File: config.mk
export PLATFORM = sky130hd
export DESIGN_NAME = rbz_line_display
export DESIGN_NICKNAME = d
export VERILOG_FILES = /design/src/rtl/rbz_line_display.sv
export SDC_FILE = /design/constraint.sdc
export NUM_CORES = 1
export LEC_CHECK = 0
export BUFFER_PORTS_ARGS = -buffer_cell sky130_fd_sc_hd__buf_4
export CAP_MARGIN = 40
export CORE_ASPECT_RATIO = 0.75
export CORE_MARGIN = 3
export CORE_UTILIZATION = 35
export CTS_BUF_LIST = sky130_fd_sc_hd__clkbuf_8
export CTS_CLUSTER_DIAMETER = 150
export DETAILED_ROUTE_END_ITERATION = 8
export GPL_ROUTABILITY_DRIVEN = 1
export SKIP_LAST_GASP = 1
export SLEW_MARGIN = 0
export SYNTH_ARGS = -nofsm -noshare
export SYNTH_HDL_FRONTEND = slang
export SYNTH_SLANG_ARGS = --single-unit
File: constraint.sdc
create_clock -name clk -period 8 [get_ports clk]
set_clock_uncertainty 0.2 [all_clocks]
set_input_delay 0.4 -clock clk [delete_from_list [all_inputs] [get_ports clk]]
set_output_delay 0.4 -clock clk [all_outputs]
set_load 0.05 [all_outputs]
File: src/rtl/rbz_line_display.sv
// rbz_line_display: parametrised VGA back end for the raycaster.
// Generates pixel timing and requests one wall trace per line from an
// external tracer. It latches the returned column and composites a centred
// wall span over a selectable background. Video outputs are registered and
// lag hpos/vpos by one cycle.
module rbz_line_display #(
    parameter int H_VIEW  = 640,
    parameter int H_FRONT = 16,
    parameter int H_SYNC  = 96,
    parameter int H_BACK  = 48,
    parameter int V_VIEW  = 480,
    parameter int V_FRONT = 10,
    parameter int V_SYNC  = 2,
    parameter int V_BACK  = 33,
    parameter int RGB_W   = 2,
    parameter int SIZE_W  = 11
) (
    input  logic                 clk,
    input  logic                 reset,
    output logic                 hsync_n,
    output logic                 vsync_n,
    output logic [3*RGB_W-1:0]   rgb,
    output logic [9:0]           hpos,
    output logic [9:0]           vpos,
    input  logic [1:0]           bg_mode,
    output logic                 trace_start,
    output logic [9:0]           trace_row,
    input  logic                 trace_done,
    input  logic                 trace_side,
    input  logic [SIZE_W-1:0]    trace_size,
    output logic                 late,
    output logic [15:0]          late_count,
    output logic [15:0]          frame_count
);

    localparam int H_TOTAL  = H_VIEW + H_FRONT + H_SYNC + H_BACK;
    localparam int V_TOTAL  = V_VIEW + V_FRONT + V_SYNC + V_BACK;
    localparam int HS_START = H_VIEW + H_FRONT;
    localparam int HS_END   = HS_START + H_SYNC;
    localparam int VS_START = V_VIEW + V_FRONT;
    localparam int VS_END   = VS_START + V_SYNC;

    // Tracer handshake states. IDLE exists only until the first line ends.
    localparam logic [0:0] ST_IDLE = 1'b0;
    localparam logic [0:0] ST_BUSY = 1'b1;

    localparam logic [RGB_W-1:0] CH_MAX  = {RGB_W{1'b1}};
    localparam logic [RGB_W-1:0] CH_ZERO = {RGB_W{1'b0}};
    localparam logic [RGB_W-1:0] CH_L    = {1'b1, {(RGB_W-1){1'b0}}};
    localparam logic [RGB_W-1:0] CH_D    = {1'b0, {(RGB_W-1){1'b1}}};

    // Handshake: trace_start is a one-cycle request, and trace_row is valid
    // in that cycle. trace_done is a one-cycle result strobe, and
    // trace_side/trace_size are valid only while it is high. There is no
    // back-pressure. Only the first strobe after a request is taken.

    logic [9:0]        hcnt;
    logic [9:0]        vcnt;
    logic              hmax;
    logic              vmax;
    logic [9:0]        next_row;
    logic [0:0]        state;
    logic              got_result;
    logic              pend_side;
    logic [SIZE_W-1:0] pend_size;
    logic              line_side;
    logic [SIZE_W-1:0] line_size;
    logic              visible;
    logic              wall_hit;
    logic              bg_light;
    logic [SIZE_W:0]   half;
    logic [SIZE_W:0]   span_lo;
    logic [SIZE_W:0]   span_hi;
    logic [SIZE_W:0]   hcnt_ext;
    logic [3*RGB_W-1:0] pixel;

    localparam logic [SIZE_W:0] CENTER = (SIZE_W+1)'(H_VIEW / 2);

    assign hpos     = hcnt;
    assign vpos     = vcnt;
    assign hmax     = (hcnt == 10'(H_TOTAL - 1));
    assign vmax     = (vcnt == 10'(V_TOTAL - 1));
    assign next_row = vmax ? 10'd0 : vcnt + 10'd1;
    assign visible  = (hcnt < 10'(H_VIEW)) && (vcnt < 10'(V_VIEW));

    // Pixel and line counters, plus the frame counter that ticks on the double wrap.
    always_ff @(posedge clk) begin
        if (reset) begin
            hcnt        <= '0;
            vcnt        <= '0;
            frame_count <= '0;
        end else if (hmax) begin
            hcnt <= '0;
            vcnt <= next_row;
            if (vmax) frame_count <= frame_count + 16'd1;
        end else begin
            hcnt <= hcnt + 10'd1;
        end
    end

    // Tracer handshake: request at every line end and capture the first result.
    // At the next line end, promote the result or flag the line as late.
    always_ff @(posedge clk) begin
        if (reset) begin
            state       <= ST_IDLE;
            trace_start <= 1'b0;
            trace_row   <= '0;
            got_result  <= 1'b0;
            pend_side   <= 1'b0;
            pend_size   <= '0;
            line_side   <= 1'b0;
            line_size   <= '0;
            late        <= 1'b0;
            late_count  <= '0;
        end else begin
            trace_start <= 1'b0;
            late        <= 1'b0;
            if (hmax) begin
                if (state == ST_BUSY) begin
                    // A strobe landing on hmax still belongs to the ending line.
                    if (got_result) begin
                        line_side <= pend_side;
                        line_size <= pend_size;
                    end else if (trace_done) begin
                        line_side <= trace_side;
                        line_size <= trace_size;
                    end else begin
                        late <= 1'b1;
                        if (late_count != 16'hFFFF) late_count <= late_count + 16'd1;
                    end
                end
                state       <= ST_BUSY;
                trace_start <= 1'b1;
                trace_row   <= next_row;
                got_result  <= 1'b0;
            end else if (state == ST_BUSY && trace_done && !got_result) begin
                pend_side  <= trace_side;
                pend_size  <= trace_size;
                got_result <= 1'b1;
            end
        end
    end

    // Wall span and background selection for the current pixel.
    always_comb begin
        hcnt_ext = (SIZE_W+1)'(hcnt);
        half     = {1'b0, line_size} >> 1;
        span_lo  = (half > CENTER) ? '0 : CENTER - half;
        span_hi  = CENTER + half;
        wall_hit = visible &&
                   ((line_size >= SIZE_W'(H_VIEW)) ||
                    (hcnt_ext >= span_lo && hcnt_ext < span_hi));
        bg_light = 1'b0;
        case (bg_mode)
            2'd0:    bg_light = (hcnt < 10'(H_VIEW / 2));
            2'd1:    bg_light = (vcnt < 10'(V_VIEW / 2));
            2'd3:    bg_light = hcnt[4] ^ vcnt[4];
            default: bg_light = 1'b0;
        endcase
        pixel = '0;
        if (visible) begin
            if (wall_hit)
                pixel = line_side ? {CH_ZERO, CH_L, CH_MAX} : {CH_ZERO, CH_ZERO, CH_MAX};
            else if (bg_mode != 2'd2)
                pixel = bg_light ? {CH_L, CH_L, CH_L} : {CH_D, CH_D, CH_D};
        end
    end

    // Register video so that colour and syncs share one cycle of latency.
    always_ff @(posedge clk) begin
        if (reset) begin
            hsync_n <= 1'b1;
            vsync_n <= 1'b1;
            rgb     <= '0;
        end else begin
            hsync_n <= !(hcnt >= 10'(HS_START) && hcnt < 10'(HS_END));
            vsync_n <= !(vcnt >= 10'(VS_START) && vcnt < 10'(VS_END));
            rgb     <= pixel;
        end
    end

endmodule

Word level (Yosys, flattened, before mapping). Index checks and enable logic that the tools add are counted.

Mux-type cells: 13. $add $sub $neg: 6. Shifts and indexed selects: 0. Bitwise gates (word level): 6. Reduce and logical (&&, ||, !) cells: 20. Equal/unequal tests: 6. Magnitude comparators: 12. Multiply operators: 0. Divide/modulo/power cells: 0.

Operator list (count): 16-bit by 1-bit adder with 16-bit output, second input constant (2); 10-bit by 9-bit less-than comparator with 1-bit output, second input constant (3); 11-bit two-way mux (2); 10-bit by 1-bit adder with 10-bit output, second input constant (2); 10-bit == test, second input constant (2); 10-bit less-than comparator, second input constant (2); 6-bit two-way mux (3); 16-bit inequality test, second input constant (1); 10-bit by 12-bit greater-or-equal comparator with 1-bit output (1); 12-bit two-way mux (1); 9-bit by 10-bit adder with 11-bit output, first input constant (1); 11-bit by 10-bit greater-or-equal comparator with 1-bit output, second input constant (1); 10-bit by 11-bit less-than comparator with 1-bit output (1); 9-bit by 10-bit subtractor with 11-bit output, first input constant (1); 10-bit greater-or-equal comparator, second input constant (1); 10-bit by 9-bit greater-or-equal comparator with 1-bit output, second input constant (1); 10-bit by 9-bit > comparator with 1-bit output, second input constant (1); 10-bit by 8-bit less-than comparator with 1-bit output, second input constant (1); 10-bit two-way mux (1); 1-bit logical AND (7); 1-bit NOT (5); 5-bit AND reduction (1); 1-bit two-way mux (4); 4-bit two-way mux (1); 13 further kinds (17).

Bits in writable memories: 0. Memories: 0. Latch bits: 0. Bits in read-only memories: 0. Logic and storage cells: 78. Output and inout bits: 72. Bits in registers: 88.

Longest topological paths before layout.
Depth in word-level cells: 7. Mapped depth: 14. Depth with buffers taken out: 14.

Worst setup path after synthesis. Ideal clock, no wire load.

Kind: register -> register. Start: register line_size[1]. End: register rgb[3]. Buffers on the path: 0. Data arrival time: 3.235 ns. Period minus slack after synthesis: 3.556 ns. Data required time: 7.679 ns. Setup slack: 4.444 ns. Cell stages (with the launch flop): 13. Cell sequence: dfxtp_1 -> or4_1 -> o31ai_1 -> nand2_1 -> a21oi_1 -> and2_1 -> ha_1 -> nor3b_1 -> o21ai_0 -> a211o_1 -> o2111ai_1 -> and2_1 -> mux2_2.

Longest elaborated chain between the ends: 7.

Ends and longest elaborated chain: start, declared (line 67) `logic [SIZE_W-1:0] line_size;`; start signal, assigned (line 123) `line_size <= pend_size;`; start signal, assigned (line 126) `line_size <= trace_size;`; 9-bit by 10-bit subtractor with 11-bit output or 10-bit by 9-bit > comparator with 1-bit output (tied branches) (line 148) `span_lo = (half > CENTER) ? '0 : CENTER - half;`; 12-bit two-way mux (line 148); 10-bit by 12-bit greater-or-equal comparator with 1-bit output (line 152) `(hcnt_ext >= span_lo && hcnt_ext < span_hi));`; 1-bit logical AND (line 152); 1-bit logical OR * (line 151) `((line_size >= SIZE_W'(H_VIEW)) ||`; 1-bit logical AND * (line 150) `wall_hit = visible &&`; 6-bit two-way mux * (line 162) `if (wall_hit)`; end signal, assigned (line 178) `rgb <= pixel;`; end, declared (line 22) `output logic [3*RGB_W-1:0] rgb,`.

Every way passes the cells marked *; elsewhere a longest branch is shown, timed or not. A chain may end at the register's enable or synchronous reset.

Final worst setup path. Same ends and word-level chain as after synthesis.

==> results.md <==
- Period Utilization, post-route: 50.3%
- Initial DRC Count: 213
- Total CTS buffers: 9
- Asr flop ratio synth: 0%
- CTS H-tree lvls: 3
- Hold Path Cell Cnt: 3
- Pre-Repair DR Iteration Count: 4
- Peak VDD IR: 0.0654 mV
- DRC Markers: 0
- Clock latency on the worst-skew pair: 0.39 ns
- Cells after Synth: 523
- Root buffer cell: clkbuf_8
- CTS tree: yes
- FF-to-FF path depth: 12
- Placed cells: 751
- CP delay by family, top: compound AO/OA/AOI/OAI gates
- Full die area: 0.0143 sq mm
- Final Power: 0.786 mW
- Pin count of the biggest net entering global routing: 68
- Netlist area before placement: 0.00452 sq mm
- Setup-failing EPs final: 0
- Setup bufs post-CTS: 0
- Post-layout minimum cycle time: 4.03 ns
- Post-route insts no fill: 767
- Final hold vios: 0
- Routed Antenna Nets: 0
- Crit path kind: flop to flop
- Initial antenna violation count: 0
- WP buf/inv: 0
- Worst Setup Start Kind: flop
- Status: finished clean
- Num Clock Sinks: 88
- Peak Freq: 248 MHz
- Flops & latches, synth: 88
- N_diodes: 0
- First-pass GRT wire length: 18.5 mm
- Core area: 0.0124 sq mm
- Crit path required time: 8.09 ns
- Critical Path Max Stage Delay: 0.59 ns
- Detailed Place HPWL: 8.01 mm
- Hold slack: 0.0477 ns
- Share of cells above drive strength 1: 19.1%
- Max Slew Vio Count: 0
- WP depth: 12
- Max-Slew Margin vs Limit: 44.8%
- Final WL: 10.9 mm
- Starting Density: 36.3%
- Cell Pwr Density: 144 mW/mm^2
- Fin util: 43.8%
- All-Layer GR Usage: 16.0%
- Vias: 3854
- Hold Path Class: input pin to flop
- Syn. warnings: 0
- Nets: 643
- Vias in the first global route: 3771
- Crit-path cells: or4_1, o31ai_1, nand2_1, a21oi_1, nand2_1, ha_1, a21oi_1, a21boi_0, a211o_1, o2111ai_1, and2_1, mux2_2
- Buffers on Ports: 88
- Die X: 137 um
- Total negative slack: 0 ns
- RSZ-0062 raised after global routing: no
- Hold-fix buffers at CTS: 0
- Register area share after synthesis: 39.0%
- PostCTS Resize Cnt: 0
- Die Ht: 104 um
- Synth Area per Inst: 8.64 sq um
- Ports: 89
- Critical path arrival: 4.11 ns
- Leak: 2.24 nW
- Pin slew with the least headroom to its limit: 0.827 ns
- Cell variety after synth: 51
- Drt wl/cell: 14.2 um
- Worst Path Max Fanout: 9
- Synth-to-Final Area Change: 20.5%
- Net count of the mapped netlist: 570
- Clock transition at the registers of the reported paths: 0.10 ns
- Top FF cell, synth: dfxtp_1
- Crit end category: flop
- Drt via density: 5.02
- GP Congestion: 0.840
- Post-synth EDFFs: 0
- CTS max path bufs: 2
- Row cnt: 35
- Max Cap Viol: 0
- Layout fillers: 1263
- Remaining Overflow, GRT: 0
- Max stage delay cell, worst path: or4_1
[per-stage QoR]
| stage | area, sq um | worst slack, ns |
|---|---|---|
| floorplan | 4520 | 4.44 |
| CTS | 5440 | 4.00 |
| global route | 5440 | 3.66 |
| global placement | 5250 | 4.12 |
| detailed placement | 5260 | 4.02 |
| finish | 5440 | 3.97 |
[tightest hold or removal path: cells and delay by family]
| kind | cells | cell delay, ns |
|---|---|---|
| buf+inv | 1 | 0.08 |
| mux | 1 | 0.05 |
| simple gates | 1 | 0.07 |
[cell usage in the layout, fill, tap and decap left out, types with 4 or more instances in the layout]
cell type / instances
buf_4: 89
dfxtp_1: 88
nor2_1: 83
nand2_1: 31
ha_1: 30
xor2_1: 26
mux2i_1: 25
a21oi_1: 24
inv_1: 23
xnor2_1: 21
nand3_1: 20
nand4_1: 20
o21ai_0: 19
or3_1: 13
a211oi_1: 13
nor3_1: 9
clkbuf_8: 9
and3_1: 5
inv_6: 4
[layer usage]
metal  up-vias  wire length (um)  track usage, %
met4         0               171            4.99
met3        14               614            4.59
met5         -                 0               0
met1      1796              5730            23.0
li1       1946                 -               -
met2        98              4400            22.7
[final timing paths]
kind | start | end | slack, ns
hold reg to reg | pend_size[2] | pend_size[2] | 0.30
hold / removal | trace_size[7] | pend_size[7] | 0.05
setup reg to reg | line_size[1] | rgb[3] | 3.97
setup / recovery | line_size[1] | rgb[3] | 3.97
[power breakdown]
group | switching [mW] | total, mW | internal, mW
clock network | 0.181 | 0.299 | 0.118
registers | 0.00347 | 0.444 | 0.441
logic | 0.0279 | 0.0430 | 0.0151
total | 0.212 | 0.786 | 0.574
[registers in the layout (all words and copies together) (netlist names)]
name         cells
hsync_n          1
late             1
trace_start      1
frame_count     16
line_size       11
rgb              6
got_result       1
line_side        1
pend_size       11
vsync_n          1
pend_side        1
trace_row       10
state            1
late_count      16
hpos            10
[logic make-up after synthesis]
family	share of synthesized area, %
compound gates	9.00
xor+xnor	9.11
fa+ha+maj	8.31
buf+inv	5.15
flops	39.0
mux	5.79
other cells	0.0830
simple gates	23.5
[layout make-up]
class	count	area (sq um)	area share (%)
clock buffer	9	124	2.28
clock inverter	7	60.1	1.10
inverter	23	86.3	1.59
multi-input combinational	384	2520	46.4
sequential	88	1760	32.4
tap	166	208	3.82
timing repair buffer	90	679	12.5
[synth_stat cells (3+ instances only)]
master / instances / share of area [%]
nand2b_1: 3 / 0.42
or3_1: 13 / 1.8
mux2i_1: 25 / 5.5
o21ai_0: 19 / 2.1
nand2_1: 31 / 2.6
clkbuf_1: 14 / 1.2
and3_1: 5 / 0.69
nor2_1: 83 / 6.9
dfxtp_1: 88 / 39
a21oi_1: 24 / 2.7
nand4_1: 20 / 2.8
nand3_1: 20 / 2.2
buf_4: 10 / 1.7
a211oi_1: 13 / 2.2
or4_1: 3 / 0.50
xnor2_1: 21 / 4.1
nor3b_1: 3 / 0.50
xor2_1: 26 / 5.0
ha_1: 30 / 8.3
inv_1: 23 / 1.9
nor3_1: 9 / 1.0
and2_1: 3 / 0.42
No activity file was read; power rests on OpenSTA's default activity.
